<file path="src/rtl/pixel_stream_tx.sv">
// Streams one frame from frame memory into a line buffer, raster order.
// Ports: clk/rst, start/stall in; mem_rd_en/mem_addr/mem_rd_data to memory;
// frame_start/shift/sr_in to line buffer; busy/done status.
// Optional: PIXEL_TX_LINE_GAP_EN adds LINE_GAP idle read cycles per row.
module pixel_stream_tx #(
  parameter int DSIZE = 8,
  parameter int IMAGE_WIDTH = 256,
  parameter int IMAGE_LENGTH = 256,
`ifdef PIXEL_TX_LINE_GAP_EN
  parameter int LINE_GAP = 4,
`endif
  localparam int IMAGE_SIZE = IMAGE_WIDTH * IMAGE_LENGTH,
  localparam int ASIZE = $clog2(IMAGE_SIZE)
) (
  input  logic             clk,
  input  logic             rst,
  input  logic             start,
  input  logic             stall,
  output logic             mem_rd_en,
  output logic [ASIZE-1:0] mem_addr,
  input  logic [DSIZE-1:0] mem_rd_data,
  output logic             frame_start,
  output logic             shift,
  output logic [DSIZE-1:0] sr_in,
  output logic             busy,
  output logic             done
);

  typedef enum logic [2:0] {
    IDLE,
    SOF,
    STREAM,
    TAIL,
    DONE
  } state_t;

  localparam logic [ASIZE-1:0] LAST = ASIZE'(IMAGE_SIZE - 1);

  state_t st;
  state_t nxt;

  logic [ASIZE-1:0] addr;
  logic             all_read;
  logic             shift_q;
  logic             gap_free;
  logic             last_rd;

  assign mem_addr = addr;
  assign last_rd  = (addr == LAST);

  always_ff @(posedge clk or posedge rst) begin
    if (rst) st <= IDLE;
    else     st <= nxt;
  end

  always_comb begin
    nxt         = st;
    frame_start = 1'b0;
    busy        = 1'b1;
    done        = 1'b0;
    mem_rd_en   = 1'b0;
    shift       = shift_q;
    sr_in       = shift_q ? mem_rd_data : '0;
    unique case (st)
      IDLE: begin
        busy = 1'b0;
        if (start) nxt = SOF;
      end
      SOF: begin
        frame_start = 1'b1;
        nxt = STREAM;
      end
      STREAM: begin
        mem_rd_en = !stall && !all_read && gap_free;
        // all_read first rises in the cycle the last pixel shifts out
        if (all_read && shift_q) nxt = TAIL;
      end
      TAIL: begin
        shift = 1'b1;
        sr_in = '0;
        nxt = DONE;
      end
      DONE: begin
        done = 1'b1;
        nxt = IDLE;
      end
      default: nxt = IDLE;
    endcase
  end

  // addr saturates at the last pixel so mem_addr holds a legal value
  always_ff @(posedge clk or posedge rst) begin
    if (rst) begin
      addr     <= '0;
      all_read <= 1'b0;
      shift_q  <= 1'b0;
    end else begin
      shift_q <= mem_rd_en;
      if (st == SOF) begin
        addr     <= '0;
        all_read <= 1'b0;
      end else if (mem_rd_en) begin
        if (last_rd) all_read <= 1'b1;
        else         addr <= addr + 1'b1;
      end
    end
  end

`ifdef PIXEL_TX_LINE_GAP_EN
  localparam int CW = (IMAGE_WIDTH > 1) ? $clog2(IMAGE_WIDTH) : 1;
  localparam int GW = (LINE_GAP > 0) ? $clog2(LINE_GAP + 1) : 1;

  logic [CW-1:0] col;
  logic [GW-1:0] gap;

  assign gap_free = (gap == '0);

  // gap counts down every cycle, stall or not
  always_ff @(posedge clk or posedge rst) begin
    if (rst) begin
      col <= '0;
      gap <= '0;
    end else if (st == SOF) begin
      col <= '0;
      gap <= '0;
    end else if (mem_rd_en) begin
      if (col == CW'(IMAGE_WIDTH - 1)) begin
        col <= '0;
        if (!last_rd) gap <= GW'(LINE_GAP);
      end else begin
        col <= col + 1'b1;
      end
    end else if (gap != '0) begin
      gap <= gap - 1'b1;
    end
  end
`else
  assign gap_free = 1'b1;
`endif

endmodule

</file>
<file path="config.mk">
export PLATFORM = sky130hd
export DESIGN_NAME = pixel_stream_tx
export DESIGN_NICKNAME = d
export VERILOG_FILES = /design/src/rtl/pixel_stream_tx.sv
export SDC_FILE = /design/constraint.sdc
export NUM_CORES = 1
export LEC_CHECK = 0
export BUFFER_PORTS_ARGS = -buffer_cell sky130_fd_sc_hd__buf_2
export CAP_MARGIN = 20
export CORE_ASPECT_RATIO = 1.2
export CORE_MARGIN = 3
export CORE_UTILIZATION = 44
export CTS_CLUSTER_SIZE = 30
export DETAILED_ROUTE_END_ITERATION = 10
export PLACE_DENSITY_LB_ADDON = 0.12
export SYNTH_ARGS = -nofsm -noshare
export SYNTH_HDL_FRONTEND = slang
export SYNTH_SLANG_ARGS = --single-unit
</file>
<file path="constraint.sdc">
create_clock -name clk -period 2.4 [get_ports clk]
set_clock_uncertainty 0.2 [all_clocks]
set_input_delay 0.36 -clock clk [delete_from_list [all_inputs] [get_ports clk]]
set_output_delay 0.36 -clock clk [all_outputs]
set_load 0.005 [all_outputs]
</file>
==> impl_metrics.yaml <==
synthesis:
  syn_nets: 147
  synthArstFlopShare: 1.00
  synthFlopType: "dfrtp_1"
  syn-cell-area_mm2: 0.00122
  synth_largest_area_cell: "dfrtp_1"
  synth-edff-count: 0
  synth_common_cells: "dfrtp_1, and3_1, a21oi_1, nand2_1, nor3_1"
  yosysMostFrequentCell: "dfrtp_1"
  yosys-top-cells-area: "dfrtp_1, and3_1, or4_1"
  synth_top_area_frac: 0.430
  yosysWarningCount: 0
  synth_seq_area_share: 0.430
  synth_cells: 134
  ys_types: 34
  ys_ff_latch: 21
  syn_area_per_cell_um2: 9.12
clock_network:
  cts.sinks: 21
  insertion_delay_ns: 0.30
  clockBufferDepth: 2
  cts.htree.levels: 1
  cts_made_buffers: 3
  cts_hold_buf: 0
  cts-root-buf: "clkbuf_4"
  clk_transition_reported_paths_ns: 0.12
  postCtsSetupBuffers: 0
  cts_tree: "built"
  cts_resized: 0
pwr:
  power.leakage_nw: 0.777
  power_mw: 1.04
  p_per_area_mw_per_mm2: 680
  ir_drop_mv: 0.376
placed_design:
  dp.cells: 209
  gp_congestion: 0.833
  dpl_cell_area_mm2: 0.00149
  io_buffers: 40
  dp_hpwl_mm: 2.43
sta:
  tightest_slew_ns: 0.783
  period_share: 0.968
  holdWs_ns: -0.0209
  fmax_ghz: 0.430
  setup_tns_ns: 0
  maxSlewViolCount: 0
  rsz0062_at_grt: "false"
  slew_headroom: 0.478
  setup_violations: 0
  hold_viol_final: 21
  min_period_ns: 2.32
run_status:
  violations: "hold timing"
  outcome: "finished, violations left"
global_routing:
  grt_pass1_vias: 1116
  grt_pass1_wl_mm: 4.96
  gr-usage-met1: 0.250
  grt_overflow_total: 0
  track_usage: 0.190
  antenna_found_initial: 0
  use_met3: 0.0280
  grt_util_met2: 0.308
  grt_max_degree: 22
  grt-busiest-layer: "met2"
setup_path:
  startpoint_type: "flip-flop"
  slowest_stage: "or4_1"
  path_max_fanout: 6
  required_ns: 2.44
  crit_path_end_kind: "flip-flop"
  r2r_slack_ns: 0.08
  crit_path_cell_trace: "or4_4, or4_1, or3_1, a21oi_1"
  arrival_ns: 2.36
  path_class: "reg2reg"
  slowest_delay_ns: 0.59
final_layout:
  n_fill_cell: 252
  layout-drive-gt1-share: 0.311
  syn_to_final_growth_pct: 25.2
  final_nets: 194
  antennaDiodeCount: 0
  finalInstanceArea_mm2: 0.00153
  final_cells: 213
floorplanning:
  coreArea_mm2: 0.00260
  die-area_mm2: 0.00345
  rows: 20
  die_w_um: 54.1
  pin_count: 41
  initial_utilization: 0.470
  die_h_um: 63.7
job:
  maxCapViolCount: 0
routing:
  drtIter0Drc: 33
  drc: 0
  drt-pass1-iter-count: 4
  antenna_left: 0
  vias_per_cell: 5.87
  vias: 1250
  wl_per_cell_um: 14.9
  wl_mm: 3.17
worst_hold_path:
  hold_path.class: "in2async"
final cells by class:
class / instances / area (um2) / share of cell area
clock inverter: 1 / 5.00 / 0.00327
inverter: 7 / 26.3 / 0.0172
tap: 33 / 41.3 / 0.0270
multi-input combinational: 100 / 649 / 0.424
clock buffer: 3 / 22.5 / 0.0147
sequential: 21 / 526 / 0.343
timing repair buffer: 48 / 260 / 0.170
worst max-delay path: cells and delay by family, from the launching register on:
| kind | cells | cell delay (ns) |
|---|---|---|
| AOI/OAI and AO/OA | 1 | 0.14 |
| DFF | 1 | 0.42 |
| and+or+nand+nor | 3 | 1.51 |
report_power, final:
part           leakage [nW]  total (mW)  internal, mW  switching [mW]
sequential            0.287       0.483         0.408          0.0752
clock                0.0177       0.170        0.0622           0.108
combinational         0.472       0.388         0.185           0.203
cells in the final DEF, fill, tap and decap left out, types with 2 or more instances in the layout:
| cell | n |
|---|---|
| dfrtp_1 | 21 |
| o211ai_1 | 2 |
| and4_1 | 5 |
| mux2i_1 | 3 |
| clkbuf_4 | 3 |
| o21ai_0 | 6 |
| buf_4 | 8 |
| or4_1 | 6 |
| nor3b_1 | 2 |
| inv_1 | 7 |
| nor3_1 | 8 |
| or3_1 | 3 |
| and3_1 | 12 |
| nand4_1 | 4 |
| nor4_1 | 2 |
| or4_4 | 2 |
| nand4bb_1 | 2 |
| nor2_1 | 3 |
| a21oi_1 | 9 |
| nand3_1 | 5 |
| nand3b_1 | 2 |
| buf_2 | 40 |
| nand2_1 | 9 |
| o31ai_1 | 5 |
metal layers:
layer,vias to the layer above,share of wire
li1,604,-
met1,591,0.42
met2,47,0.49
met3,8,0.070
met4,0,0.020
met5,-,0
cell families after synthesis:
kind of cell / count (synthesis) / share of synthesized area
multiplexers: 3 / 0.0246
buffers and inverters: 13 / 0.0471
adder cells (fa/ha/maj): 1 / 0.0102
flip-flops: 21 / 0.430
XOR/XNOR: 1 / 0.00717
AND/OR/NAND/NOR: 68 / 0.344
AO/OA/AOI/OAI: 27 / 0.137
registers in the layout (all words and copies together) (netlist names):
register / cells
all_read: 1
mem_addr: 16
shift_q: 1
st: 3
through the flow:
step,utilization,setup WS [ns]
floorplan,-,0.0527
global placement,0.574,0.0950
detailed placement,0.574,0.0334
CTS,0.584,0.0820
global route,0.588,0.0350
finish,0.588,0.0761
worst paths after layout:
check,start,end,cells past startpoint
max in group asynchronous,rst,mem_addr[1],2
min reg2reg,mem_addr[0],mem_addr[0],1
min,rst,st[1],2
min in group clk,start,st[0],3
max,st[2],mem_addr[12],4
max reg2reg,st[2],mem_addr[12],4
(Power assumes the default switching activity.)
